$ cat config.mk
export PLATFORM = sky130hd
export DESIGN_NAME = mips_fetch_stage
export DESIGN_NICKNAME = d
export VERILOG_FILES = /design/src/rtl/mips_fetch_stage_pkg.sv /design/src/rtl/mips_fetch_stage.sv
export SDC_FILE = /design/constraint.sdc
export NUM_CORES = 1
export LEC_CHECK = 0
export CORE_AREA = 2 2 132 134
export DETAILED_ROUTE_END_ITERATION = 6
export DIE_AREA = 0 0 134 136
export SYNTH_ARGS = -nofsm -noshare
export SYNTH_HDL_FRONTEND = slang
export SYNTH_SLANG_ARGS = --single-unit
$ cat constraint.sdc
create_clock -name clk -period 2.63 [get_ports clk]
set_input_delay 0.263 -clock clk [delete_from_list [all_inputs] [get_ports clk]]
set_output_delay 0.263 -clock clk [all_outputs]
set_load 0.02 [all_outputs]
$ cat src/rtl/mips_fetch_stage_pkg.sv
// mips_fetch_stage_pkg: shared types for the MIPS-lite fetch stage
//   fetch_state_e : fetch controller states
//   HALT_OPCODE   : primary opcode that stops instruction fetch
package mips_fetch_stage_pkg;
   typedef enum logic [2:0] {IDLE, RUN, SKID, DRAIN, HALTED} fetch_state_e;
   localparam logic [5:0] HALT_OPCODE = 6'h11;
endpackage

$ cat src/rtl/mips_fetch_stage.sv
// mips_fetch_stage: IF stage - PC, single-outstanding imem reads, skid-buffered IF/ID fetch buffer
//   clk, reset_n             : clock, async active-low reset
//   imem_req/imem_addr       : read request (combinational), 4-aligned byte address
//   imem_rdata/imem_rvalid   : in-order read response
//   stall                    : decode hold of the fetch buffer
//   redirect/redirect_pc     : taken branch/jump from execute
//   fb_valid/fb_pc/fb_instr  : IF/ID fetch buffer
//   halted                   : fetch stopped on HALT
//   fetch_count              : instructions loaded into the fetch buffer
module mips_fetch_stage
   import mips_fetch_stage_pkg::*;
#(
   parameter int ADDRESS_WIDTH = 32,
   parameter int INSTRUCTION_WIDTH = 32,
   parameter int MEM_DEPTH = 4096,
   parameter logic [ADDRESS_WIDTH-1:0] RESET_PC = '0
) (
   input  logic clk,
   input  logic reset_n,
   output logic imem_req,
   output logic [ADDRESS_WIDTH-1:0] imem_addr,
   input  logic [INSTRUCTION_WIDTH-1:0] imem_rdata,
   input  logic imem_rvalid,
   input  logic stall,
   input  logic redirect,
   input  logic [ADDRESS_WIDTH-1:0] redirect_pc,
   output logic fb_valid,
   output logic [ADDRESS_WIDTH-1:0] fb_pc,
   output logic [INSTRUCTION_WIDTH-1:0] fb_instr,
   output logic halted,
   output logic [31:0] fetch_count
);
   localparam logic [ADDRESS_WIDTH-1:0] DEPTH = ADDRESS_WIDTH'(MEM_DEPTH);
   fetch_state_e state;
   logic [ADDRESS_WIDTH-1:0] pc;
   logic [INSTRUCTION_WIDTH-1:0] skid;
   logic accept, load, halt_hit;
   logic [ADDRESS_WIDTH-1:0] pc_inc, target;
   logic [INSTRUCTION_WIDTH-1:0] load_data;
   assign accept = !fb_valid || !stall;
   assign pc_inc = (pc + ADDRESS_WIDTH'(4)) % DEPTH;
   assign target = (redirect_pc & ~ADDRESS_WIDTH'(3)) % DEPTH;
   assign load_data = (state == SKID) ? skid : imem_rdata;
   // a redirect discards whatever would have been loaded this cycle
   assign load = !redirect && accept && ((state == RUN && imem_rvalid) || state == SKID);
   assign halt_hit = load_data[INSTRUCTION_WIDTH-1 -: 6] == HALT_OPCODE;
   // the next request goes out in the same cycle the previous one completes
   assign imem_req = !redirect && (state == IDLE || (load && !halt_hit) || (state == DRAIN && imem_rvalid));
   assign imem_addr = load ? pc_inc : pc;
   assign halted = state == HALTED;
   always_ff @(posedge clk or negedge reset_n) begin
      if (!reset_n) begin
         state <= IDLE;
         pc <= RESET_PC;
         skid <= '0;
         fb_valid <= 1'b0;
         fb_pc <= '0;
         fb_instr <= '0;
         fetch_count <= '0;
      end else if (redirect) begin
         pc <= target;
         fb_valid <= 1'b0;
         // a request still in flight must have its response swallowed
         state <= ((state == RUN || state == DRAIN) && !imem_rvalid) ? DRAIN : IDLE;
      end else if (load) begin
         fb_valid <= 1'b1;
         fb_pc <= pc;
         fb_instr <= load_data;
         fetch_count <= fetch_count + 32'd1;
         state <= halt_hit ? HALTED : RUN;
         if (!halt_hit) pc <= pc_inc;
      end else begin
         if (!stall) fb_valid <= 1'b0;
         case (state)
            IDLE: state <= RUN;
            RUN: if (imem_rvalid) begin
               skid <= imem_rdata;
               state <= SKID;
            end
            DRAIN: if (imem_rvalid) state <= RUN;
            default: ;
         endcase
      end
   end
endmodule

**After elaboration in Yosys (flattened, before gate mapping)**

Index checks and enable logic that the tools add are counted.

- Input bits: 69
- Output and inout port bits: 131
- Logic and storage cells: 59
- Flip-flop bits (word level): 164

- Add/subtract/negate cells: 2
- Eq/ne operators: 9
- Mux-type cells: 15
- Reductions and logical operators: 24
- Bitwise gates (word level): 2

Operator list:

| cell | count |
|---|---|
| $mux W32 | 5 |
| $add A32 B1 Y32 const B | 1 |
| $mux W3 | 5 |
| $add A12 B3 Y12 const B | 1 |
| $pmux W3 S3 | 1 |
| $ne A4 B4 Y1 const B | 2 |
| $logic_and A1 B1 Y1 | 7 |
| $eq A3 B2 Y1 const B | 2 |
| $eq A6 B5 Y1 const B | 1 |
| $logic_not A1 Y1 | 5 |
| $logic_or A1 B1 Y1 | 5 |
| $reduce_bool A5 Y1 | 1 |
| $reduce_and A2 Y1 | 2 |
| $reduce_and A4 Y1 | 1 |
| $eq A3 B1 Y1 const B | 1 |
| $eq A3 B3 Y1 const B | 1 |
| $logic_not A3 Y1 | 1 |
| $mux W1 | 3 |
| $ne A3 B1 Y1 const B | 1 |
| $reduce_and A3 Y1 | 1 |
| $mux W2 | 1 |
| $ne A2 B2 Y1 const B | 1 |
| $not A1 Y1 | 2 |
| $reduce_bool A2 Y1 | 1 |

**Depth between registers and ports, before layout**

Gate-level depths: netlist of the first run.

- Word-level depth: 8
- Mapped depth: 8
- Mapped depth without buffers: 6

**Least setup slack after synthesis of the first run**

No wires, ideal clock.

- Path kind: flip-flop to output port
- Start: register state[1]
- End: output port imem_req
- Path buffers: 2
- Path slack: -66 ps
- Arrival: 2433 ps
- Data required time: 2367 ps
- Cell stages (with the launch flop): 8
- Path through: dfrtp_1 > buf_4 > nor3b_1 > buf_2 > nand4b_1 > and3_1 > o21ai_0 > a2111oi_0

- Longest elaborated chain between the ends: 8
- Elaborated cells between the ends (all ways): 15
- Classes of those cells: 4 x eq/ne; 1 x mux; 10 x reduce/logical

Ends and longest elaborated chain:

| item | line | text |
|---|---|---|
| from (decl) | mips_fetch_stage.sv:34 | `fetch_state_e state;` |
| from (signal assigned) | mips_fetch_stage.sv:64 | `state <= ((state == RUN \|\| state == DRAIN) && !imem_rvalid) ? DRAIN : IDLE;` |
| from (signal assigned) | mips_fetch_stage.sv:70 | `state <= halt_hit ? HALTED : RUN;` |
| $eq A3 B2 Y1 / $eq A3 B1 Y1 (equally long branches) | mips_fetch_stage.sv:43, mips_fetch_stage.sv:45 |  |
| $mux W32 / $logic_and A1 B1 Y1 (equally long branches) | mips_fetch_stage.sv:43, mips_fetch_stage.sv:45 |  |
| $eq A6 B5 Y1 / $logic_or A1 B1 Y1 (equally long branches) | mips_fetch_stage.sv:46, mips_fetch_stage.sv:45 |  |
| $logic_not A1 Y1 / $logic_and A1 B1 Y1 (equally long branches) | -- |  |
| $logic_and A1 B1 Y1 | mips_fetch_stage.sv:48 | `assign imem_req = !redirect && (state == IDLE \|\| (load && !halt_hit) \|\| (state == DRAIN && imem_rvalid));` |
| $logic_or A1 B1 Y1 | mips_fetch_stage.sv:48 |  |
| $logic_or A1 B1 Y1 * | mips_fetch_stage.sv:48 |  |
| $logic_and A1 B1 Y1 * | mips_fetch_stage.sv:48 |  |
| to (decl) | mips_fetch_stage.sv:20 | `output logic imem_req,` |

Every way passes the cells marked *; elsewhere a longest branch is shown, timed or not.

**Worst setup path in the final report of the first run**

- Start: input port imem_rdata[28]
- End: output port imem_req

- Longest elaborated chain between the ends: 7

Ends and longest elaborated chain:

| item | line | text |
|---|---|---|
| from (decl) | mips_fetch_stage.sv:22 | `input logic [INSTRUCTION_WIDTH-1:0] imem_rdata,` |
| $mux W32 | mips_fetch_stage.sv:43 | `assign load_data = (state == SKID) ? skid : imem_rdata;` |
| $eq A6 B5 Y1 | mips_fetch_stage.sv:46 | `assign halt_hit = load_data[INSTRUCTION_WIDTH-1 -: 6] == HALT_OPCODE;` |
| $logic_not A1 Y1 | -- |  |
| $logic_and A1 B1 Y1 | mips_fetch_stage.sv:48 |  |
| $logic_or A1 B1 Y1 (2 in a row) | mips_fetch_stage.sv:48 |  |
| $logic_and A1 B1 Y1 | mips_fetch_stage.sv:48 |  |

No other way between the ends.

==> flow_metrics.py, run 1 <==
metrics = {
    "outcome": {
        "status": "finished, violations left",
        "violations": "setup timing",
    },
    "sta": {
        "slew_violations": 0,
        "setup_violations": 1,
        "tightest_slew_ns": 0.598,
        "clock_skew_ns": 0.00834,
        "max_freq_ghz": 0.379,
        "slew_headroom_pct": 59.8,
        "fin_ws_ns": -0.00680,
        "fin_crit_sh_pct": 100,
        "finalCriticalPeriod_ns": 2.64,
        "rsz0062_at_grt": "yes",
        "hold_viol": 0,
        "fin_tns_setup_ns": -0.00680,
    },
    "yosys": {
        "ys_ff_latch": 120,
        "yosys.area_share.simple_pct": 14.6,
        "yosys_warnings": 0,
        "synth_cell_type_count": 45,
        "synthMuxAreaShare_pct": 11.7,
        "syn_inst": 543,
        "syn_area_per_cell_um2": 10.7,
        "synth_fa_ha_area_share_pct": 0.431,
        "synth_top_area_share_pct": 51.7,
        "synth_area_mm2": 0.00581,
        "synth_edf_count": 0,
        "synthTopCellsByArea": "dfrtp_1 (52%), nand2_1 (6.7%), mux2_2 (6.2%)",
        "synth_top_family_by_area": "simple AND/OR/NAND/NOR gates",
        "synth_ff_type": "dfrtp_1",
        "synth_most_common_cell": "dfrtp_1",
        "async_reset_ff_share_pct": 100,
        "synth_common_cells": "dfrtp_1 (120), nand2_1 (103), buf_4 (45)",
        "synth_largest_area_cell": "dfrtp_1",
        "yosysSeqAreaShare_pct": 51.7,
        "synth_compound_area_share_pct": 6.54,
        "synth-xor-area-share_pct": 7.08,
    },
    "critical_path": {
        "cpPeakStageDelay_ns": 0.53,
        "cp-start-kind": "primary input",
        "cp_common_cell": "or4b_4",
        "ff2ff_setup_slack_ns": 0.31,
        "cp.arrival_ns": 2.37,
        "path_class": "primary input to primary output",
        "worstPathMaxFanout": 3,
        "path_buf_inv": 2,
        "crit_path_end_kind": "primary output",
        "cp_cell_sequence": "clkdlybuf4s50_1, or4b_4, or4b_4, and3_4, o21ai_1, a2111oi_1, buf_2",
        "cpMaxStageDelayCell": "or4b_4",
        "cp_top_family": "simple AND/OR/NAND/NOR gates",
        "required_ns": 2.37,
    },
    "detailed_routing": {
        "wl_per_cell_um": 15.3,
        "wl_met2_um": 6900,
        "vias": 4413,
        "via_per_inst": 4.69,
        "postRouteAntennaNets": 0,
        "drt_first_pass_iters": 4,
        "drtIter0Drc": 256,
        "top_layer": "met4",
        "drc_errors": 0,
        "wl_met1_um": 6340,
        "wl_met3_um": 1040,
        "wl_um": 14400,
    },
    "finish": {
        "nFillCells": 1554,
        "area_growth_pct": 38.3,
        "final_core_util_pct": 47.6,
        "fin_nets": 775,
        "drive_gt1_share_pct": 16.5,
        "num_antenna_cells": 0,
    },
    "clocking": {
        "root_buffer": "clkbuf_16",
        "cts_tree": "built",
        "clock_sinks": 120,
        "clk_latency_ns": 0.40,
        "cts-buffers-inserted": 17,
        "clk_pin_slew_ns": 0.06,
        "clock_path_buffers": 2,
        "cts.htree.levels": 4,
    },
    "global_routing": {
        "grt_pass1_wl_um": 23300,
        "antenna_found_initial": 0,
        "grt_pass1_vias": 4522,
        "overflow": 0,
        "grt_max_degree": 55,
        "grt_usage_pct": 16.3,
    },
    "pwr": {
        "powerDensity_mw_per_mm2": 818,
        "peakVddDrop_v": 0.000550,
        "p_leak_nw": 3.60,
    },
    "die": {
        "fp.dieArea_mm2": 0.0182,
        "die-height_um": 136,
        "die_x_um": 134,
        "coreArea_mm2": 0.0169,
        "start_util_pct": 34.4,
        "io_pins": 200,
        "rows": 48,
    },
    "placed_design": {
        "preCtsSetupSlack_ns": -0.544,
        "gp_congestion": 0.809,
        "portBuffers": 133,
        "hpwl_um": 10100,
    },
    "hold_path": {
        "hp-class": "primary input to register",
    },
    "run": {
        "cap_violations": 0,
    },
}
-- final cells by class --
cell class	count	area [um2]	area share, %
flip-flops and latches	120	3000	37.4
multi-input cells	395	2560	31.9
repair buffers	168	1580	19.7
clock buffers	23	478	5.95
well taps	225	282	3.50
clock inverters	8	120	1.49
inverters	2	7.51	0.0934
-- per-layer routing --
layer	vias to the layer above	GRT usage [%]
met3	9	6.45
met1	2183	20.5
met5	-	0
li1	2095	-
met2	126	26.1
met4	0	4.85
-- kinds of logic (layout without fill, tap and decap cells) --
| family | Yosys count | in the layout |
|---|---|---|
| AND/OR/NAND/NOR | 177 | 177 |
| other | 1 | 44 |
| buffers and inverters | 71 | 201 |
| AO/OA/AOI/OAI | 61 | 61 |
| flip-flops | 120 | 120 |
| XOR/XNOR | 47 | 47 |
| adder cells (fa/ha/maj) | 2 | 2 |
| multiplexers | 64 | 64 |
-- path summary, 6_finish.rpt --
| path | cells past startpoint | to | from |
|---|---|---|---|
| min in group asynchronous | 2 | skid[13] | reset_n |
| min reg2reg | 1 | fetch_count[31] | fetch_count[31] |
| max in group asynchronous | 3 | pc[4] | reset_n |
| min | 2 | skid[26] | imem_rdata[26] |
| max reg2reg | 9 | fetch_count[26] | state[2] |
| max | 7 | imem_req | imem_rdata[28] |
-- timing repair --
item / CTS / global route
endpoints found under the hold margin: 33 / 0
gates resized for setup: 32 / 17
hold buffers: 1 / 0
pin swaps: 0 / 1
endpoints found under the setup margin: 11 / 6
setup buffers: 0 / 0
-- state kept, by name (all words and copies together) (netlist names) --
signal	cells
pc	10
skid	32
fb_valid	1
fetch_count	32
fb_instr	32
state	3
fb_pc	10
-- through the flow --
| stage | hold WS (ns) | instance area [um2] | power, mW | cells |
|---|---|---|---|---|
| CTS | 0.298 | 8030 | 6.67 | 941 |
| finish | 0.184 | 8040 | 6.58 | 941 |
| detailed placement | 0.253 | 7420 | 4.26 | 909 |
| global placement | 0.243 | 7420 | 4.22 | 909 |
| global route | 0.167 | 8040 | 6.94 | 941 |
| floorplan | -0.0326 | 5970 | 3.39 | 586 |
-- power breakdown --
part | internal (mW) | total [mW] | switching (mW) | leakage (nW)
Clock | 1.56 | 2.36 | 0.806 | 0.289
Combinational | 0.811 | 1.73 | 0.917 | 1.75
Sequential | 2.22 | 2.49 | 0.264 | 1.57
Total | 4.59 | 6.58 | 1.99 | 3.60
-- cells in the final DEF (no fill, tap or decap), drive strengths merged, types with 3 or more instances in the layout --
cell / n
clkinv: 3
nand4: 12
conb: 44
and3: 11
nand3: 21
a21oi: 5
nor3: 3
clkbuf: 26
clkdlybuf4s50: 119
xnor2: 31
buf: 40
a2111oi: 3
nand2: 103
o21ai: 43
nor2: 10
mux2i: 32
bufinv: 3
dfrtp: 120
mux2: 32
and4: 3
xor2: 16
Note: power is estimated with default switching activity, not from simulation.
==> inputs of run 2 (changes only) <==
==> constraint.sdc (replaced) <==
create_clock -name clk -period 2.9 [get_ports clk]
set_input_delay 0.29 -clock clk [delete_from_list [all_inputs] [get_ports clk]]
set_output_delay 0.29 -clock clk [all_outputs]
set_load 0.02 [all_outputs]
==> run 2 against run 1 <==
The run now ends clean. Worst setup slack better by 0.15 ns. Total power down 14%. Die area unchanged. Wire length down 2.9%. Sequential cell count unchanged. Via count down 1.2%. Critical path depth down 1. Clock skew up 0.0034 ns. Critical path type is now register to primary output. Largest cell class unchanged. Highest routed layer unchanged.
==> flow_metrics.py, run 2 (synthesis gave the netlist of run 1 again) <==
metrics = {
    "critical_path": {
        "r2r_start": "state[1]",
        "crit_path_end_kind": "primary output",
        "regToRegEndpoint": "fetch_count[22]",
        "path_class": "register to primary output",
        "cpPeakStageDelay_ns": 0.63,
        "required_ns": 2.61,
        "cp.arrival_ns": 2.47,
        "cp_common_cell": "buf_4",
        "cpMaxStageDelayCell": "clkdlybuf4s50_1",
        "ff2ff_setup_slack_ns": 0.52,
        "cp-start-kind": "register",
        "cp_cell_sequence": "buf_4, nand3b_2, buf_4, a21o_2, xnor2_1, clkdlybuf4s50_1",
        "rr_worst_depth": 9,
        "worstPathMaxFanout": 9,
    },
    "placed_design": {
        "gp_congestion": 0.795,
        "portBuffers": 133,
        "dpl.cell_count": 897,
        "hpwl_um": 9920,
    },
    "global_routing": {
        "grt_pass1_vias": 4417,
        "grt_pass1_wl_um": 22700,
        "grt_max_degree": 48,
        "antenna_found_initial": 0,
        "grt_usage_pct": 16.0,
        "overflow": 0,
    },
    "finish": {
        "fin_nets": 764,
        "multiInputGateArea_mm2": 0.00255,
        "fin_cells": 930,
        "area_growth_pct": 35.6,
        "final_common_cell": "clkdlybuf4s50_1",
        "nFillCells": 1633,
        "drive_gt1_share_pct": 13.6,
        "seqCellArea_mm2": 0.00300,
        "num_antenna_cells": 0,
        "layout_common_cells": "clkdlybuf4s50_1 (122), dfrtp_1 (120), nand2_1 (103)",
        "reg_top3": "fb_instr: 32 flops, fetch_count: 32 flops, skid: 32 flops",
    },
    "pwr": {
        "power_frac_clock_pct": 33.1,
        "intPower_mw": 3.90,
        "powerDensity_mw_per_mm2": 722,
        "switching_power_mw": 1.79,
        "seqPwrFrac_pct": 39.8,
        "comb_power_share_pct": 27.1,
        "power_mw": 5.69,
        "swShare_pct": 31.5,
        "peakVddDrop_v": 0.000402,
        "p_leak_nw": 3.54,
    },
    "clocking": {
        "cts.htree.levels": 4,
        "clock_path_buffers": 2,
        "cts_tree": "built",
        "root_buffer": "clkbuf_16",
        "clock_sinks": 120,
        "clk_latency_ns": 0.42,
        "clk_pin_slew_ns": 0.05,
        "cts-buffers-inserted": 17,
    },
    "sta": {
        "setup_violations": 0,
        "finalCriticalPeriod_ns": 2.76,
        "max_freq_ghz": 0.363,
        "clock_skew_ns": 0.0117,
        "fin_tns_setup_ns": 0,
        "rsz0062_at_grt": "no",
        "slew_violations": 0,
        "slew_headroom_pct": 56.9,
        "hold_viol": 0,
        "tightest_slew_ns": 0.641,
        "fin_crit_sh_pct": 95.0,
    },
    "run": {
        "cap_violations": 0,
    },
    "hold_path": {
        "hp-class": "primary input to asynchronous set/reset pin",
    },
    "die": {
        "die-height_um": 136,
        "rows": 48,
        "start_util_pct": 34.4,
        "coreArea_mm2": 0.0169,
        "die_x_um": 134,
        "io_pins": 200,
        "fp.dieArea_mm2": 0.0182,
    },
    "outcome": {
        "status": "complete, no violations",
    },
    "detailed_routing": {
        "via_per_inst": 4.69,
        "drc_errors": 0,
        "wl_per_cell_um": 15.0,
        "drtIter0Drc": 164,
        "vias": 4361,
        "wl_um": 14000,
        "drt_first_pass_iters": 4,
        "postRouteAntennaNets": 0,
    },
}
run 2: cell types whose count changed in the layout (fill, tap and decap cells not counted), moves of 2 or more:
cell             delta
bufinv_16           -3
or4b_1              +2
clkdlybuf4s50_1     +3
buf_4              -11
buf_12              -2
or4b_4              -2
dlymetal6s2s_1      +4
buf_2               -3
run 2: timing repair:
action / CTS / global route
pin swaps: 0 / 1
gates resized for setup: 7 / 13
setup endpoints to repair: 9 / 7
hold endpoints to repair: 44 / 0
buffers inserted: 0 / 1
hold buffers: 1 / 0
run 2: per-stage QoR:
stage	setup slack, ns	utilization, %	area [um2]	hold WS (ns)
floorplan	0.177	-	5970	-0.00559
global placement	-0.284	43.3	7310	0.335
detailed placement	-0.277	43.3	7310	0.349
CTS	-0.0207	46.5	7840	0.432
global route	0.0174	46.7	7880	0.454
finish	0.145	46.7	7880	0.429
run 2: how the worst max path moves through the flow:
| stage | start | end | slack, ns | cells after the start |
|---|---|---|---|---|
| detailed placement | imem_rdata[28] | imem_req | -0.28 | 7 |
| CTS | state[1] | imem_addr[3] | -0.02 | 8 |
| global route | state[1] | imem_addr[7] | 0.02 | 7 |
| global placement | imem_rdata[27] | imem_req | -0.28 | 7 |
| finish | state[1] | imem_addr[2] | 0.14 | 6 |
| floorplan | state[1] | imem_req | 0.18 | 7 |
run 2: per-layer routing:
layer | global-route usage (%) | part of all wire, % | up-vias
li1 | - | - | 2064
met1 | 19.9 | 44 | 2138
met2 | 25.8 | 47 | 144
met3 | 5.33 | 7.4 | 15
met4 | 5.91 | 1.3 | 0
met5 | 0 | 0 | -
run 2: layout make-up:
cell class	count	area share (%)
Sequential cell	120	38.1
Multi-Input combinational cell	395	32.3
Timing Repair Buffer	157	19.2
Clock buffer	24	6.11
Tap cell	225	3.57
Clock inverter	7	0.587
Inverter	2	0.0953
run 2: power groups by stage:
stage               sequential [mW]  combinational, mW  clock (mW)
finish                         2.27               1.54        1.88
global route                   2.32               1.67        2.02
CTS                            2.27               1.56        1.93
detailed placement             2.28               1.56           0
global placement               2.27               1.54           0
floorplan                      2.54              0.533           0
run 2: critical path, delay by kind of cell, from the launching register on:
kind	cells	cell delay, ns
buffers and inverters	3	1.00
flip-flops	1	0.37
AND/OR/NAND/NOR	1	0.29
AO/OA/AOI/OAI	1	0.23
XOR/XNOR	1	0.17
==> inputs of run 3 (changes only) <==
--- a/config.mk
+++ b/config.mk
@@ -8,6 +8,7 @@
 export CORE_AREA = 2 2 132 134
 export DETAILED_ROUTE_END_ITERATION = 6
 export DIE_AREA = 0 0 134 136
+export SKIP_CTS_REPAIR_TIMING = 1
 export SYNTH_ARGS = -nofsm -noshare
 export SYNTH_HDL_FRONTEND = slang
 export SYNTH_SLANG_ARGS = --single-unit
==> run 3 against run 2 <==
Critical path depth grew 1. Cell area grew 0.29%. Maximum frequency shrank 1.2%. Cell count shrank 0.11%. Sequential share of layout area shrank 0.11 points. Worst setup slack lost 0.033 ns. Sequential power is essentially flat. Critical path type is now primary input to primary output.
==> flow_metrics.py, run 3 (synthesis gave the netlist of run 1 again) <==
metrics = {
    "clocking": {
        "root_buffer": "clkbuf_16",
        "cts_tree": "built",
        "cts.htree.levels": 4,
        "clk_pin_slew_ns": 0.05,
        "clk_latency_ns": 0.42,
        "clock_sinks": 120,
        "clock_path_buffers": 2,
        "cts-buffers-inserted": 17,
    },
    "detailed_routing": {
        "drtIter0Drc": 177,
        "via_per_inst": 4.70,
        "wl_met2_um": 6610,
        "top_layer": "met4",
        "wl_met1_um": 6120,
        "wl_met3_um": 1070,
        "drc_errors": 0,
        "postRouteAntennaNets": 0,
        "wl_per_cell_um": 15.1,
        "drt_first_pass_iters": 4,
        "vias": 4364,
        "wl_um": 14000,
    },
    "die": {
        "io_pins": 200,
        "coreArea_mm2": 0.0169,
        "rows": 48,
        "fp.dieArea_mm2": 0.0182,
        "start_util_pct": 34.4,
        "die-height_um": 136,
        "die_x_um": 134,
    },
    "critical_path": {
        "cpMaxStageDelayCell": "or4b_1",
        "required_ns": 2.61,
        "cp-start-kind": "primary input",
        "cp_cell_sequence": "clkdlybuf4s50_1, or4b_1, or4b_1, and3_1, o21ai_1, a2111oi_2, dlymetal6s2s_1",
        "worstPathMaxFanout": 3,
        "cpPeakStageDelay_ns": 0.54,
        "cp_common_cell": "or4b_1",
        "crit_path_end_kind": "primary output",
        "cp.arrival_ns": 2.50,
        "path_class": "primary input to primary output",
    },
    "finish": {
        "multiInputGateArea_mm2": 0.00255,
        "final_common_cell": "clkdlybuf4s50_1",
        "num_antenna_cells": 0,
        "area_growth_pct": 36.0,
        "seqCellArea_mm2": 0.00300,
        "final_core_util_pct": 46.8,
        "fin_cells": 929,
        "nFillCells": 1628,
        "layout_common_cells": "clkdlybuf4s50_1 (122), dfrtp_1 (120), nand2_1 (103)",
        "drive_gt1_share_pct": 13.4,
        "fin_area_mm2": 0.00790,
        "reg_top3": "fb_instr: 32 flops, fetch_count: 32 flops, skid: 32 flops",
        "fin_nets": 763,
    },
    "run": {
        "cap_violations": 0,
    },
    "global_routing": {
        "grt_pass1_vias": 4423,
        "grt_usage_pct": 16.0,
        "grt_pass1_wl_um": 22700,
        "overflow": 0,
        "antenna_found_initial": 0,
        "grt_max_degree": 48,
    },
    "placed_design": {
        "portBuffers": 133,
        "hpwl_um": 9920,
        "dpl.cell_count": 897,
        "preCtsSetupSlack_ns": -0.277,
        "gp_congestion": 0.795,
        "placed_cell_area_mm2": 0.00731,
    },
    "pwr": {
        "powerDensity_mw_per_mm2": 720,
        "peakVddDrop_v": 0.000403,
        "p_leak_nw": 3.59,
        "power_mw": 5.69,
    },
    "hold_path": {
        "hp-class": "primary input to asynchronous set/reset pin",
    },
    "sta": {
        "finalCriticalPeriod_ns": 2.79,
        "rsz0062_at_grt": "no",
        "max_freq_ghz": 0.359,
        "clock_skew_ns": 0.0105,
        "fin_crit_sh_pct": 96.2,
        "slew_violations": 0,
        "setup_violations": 0,
        "tightest_slew_ns": 0.641,
        "hold_viol": 0,
        "slew_headroom_pct": 56.9,
        "worst_hold_slack_ns": 0.426,
        "fin_ws_ns": 0.112,
        "fin_tns_setup_ns": 0,
    },
    "outcome": {
        "status": "complete, no violations",
    },
}
## run 3: cell types whose count changed in the layout (fill, tap and decap cells not counted), sizes merged
cell / delta
dlymetal6s2s: +5
clkdlybuf4s15: -1
buf: -1
clkbuf: -2
dlygate4sd2: -2
## run 3: critical path, delay by kind of cell
family / cells / cell delay, ns
buffers and inverters: 2 / 0.67
AOI/OAI and AO/OA: 2 / 0.25
and+or+nand+nor: 3 / 1.29
## run 3: path summary, 6_finish.rpt
kind | start | end | slack (ns) | depth (start not counted)
setup / recovery | imem_rdata[28] | imem_req | 0.11 | 7
hold reg to reg | fetch_count[31] | fetch_count[31] | 0.47 | 1
min in group clk | redirect_pc[6] | pc[6] | 0.45 | 3
max in group asynchronous | reset_n | fetch_count[30] | 1.61 | 3
hold / removal | reset_n | skid[5] | 0.43 | 2
setup reg to reg | state[1] | fetch_count[22] | 0.52 | 9
## run 3: layer usage
layer	global-route usage [%]	vias up
met5	0	-
met4	5.91	0
met3	5.33	15
met2	25.8	148
met1	19.9	2137
li1	-	2064
## run 3: layout make-up
class / count / share of cell area, %
sequential: 120 / 38.0
timing repair buffer: 156 / 19.3
clock buffer: 24 / 6.10
clock inverter: 7 / 0.586
tap: 225 / 3.56
inverter: 2 / 0.0950
multi-input combinational: 395 / 32.3
## run 3: report_power, final
| group | internal [mW] | switching [mW] | leakage [nW] |
|---|---|---|---|
| logic | 0.733 | 0.811 | 1.77 |
| clock network | 1.15 | 0.733 | 0.252 |
| registers | 2.02 | 0.249 | 1.57 |
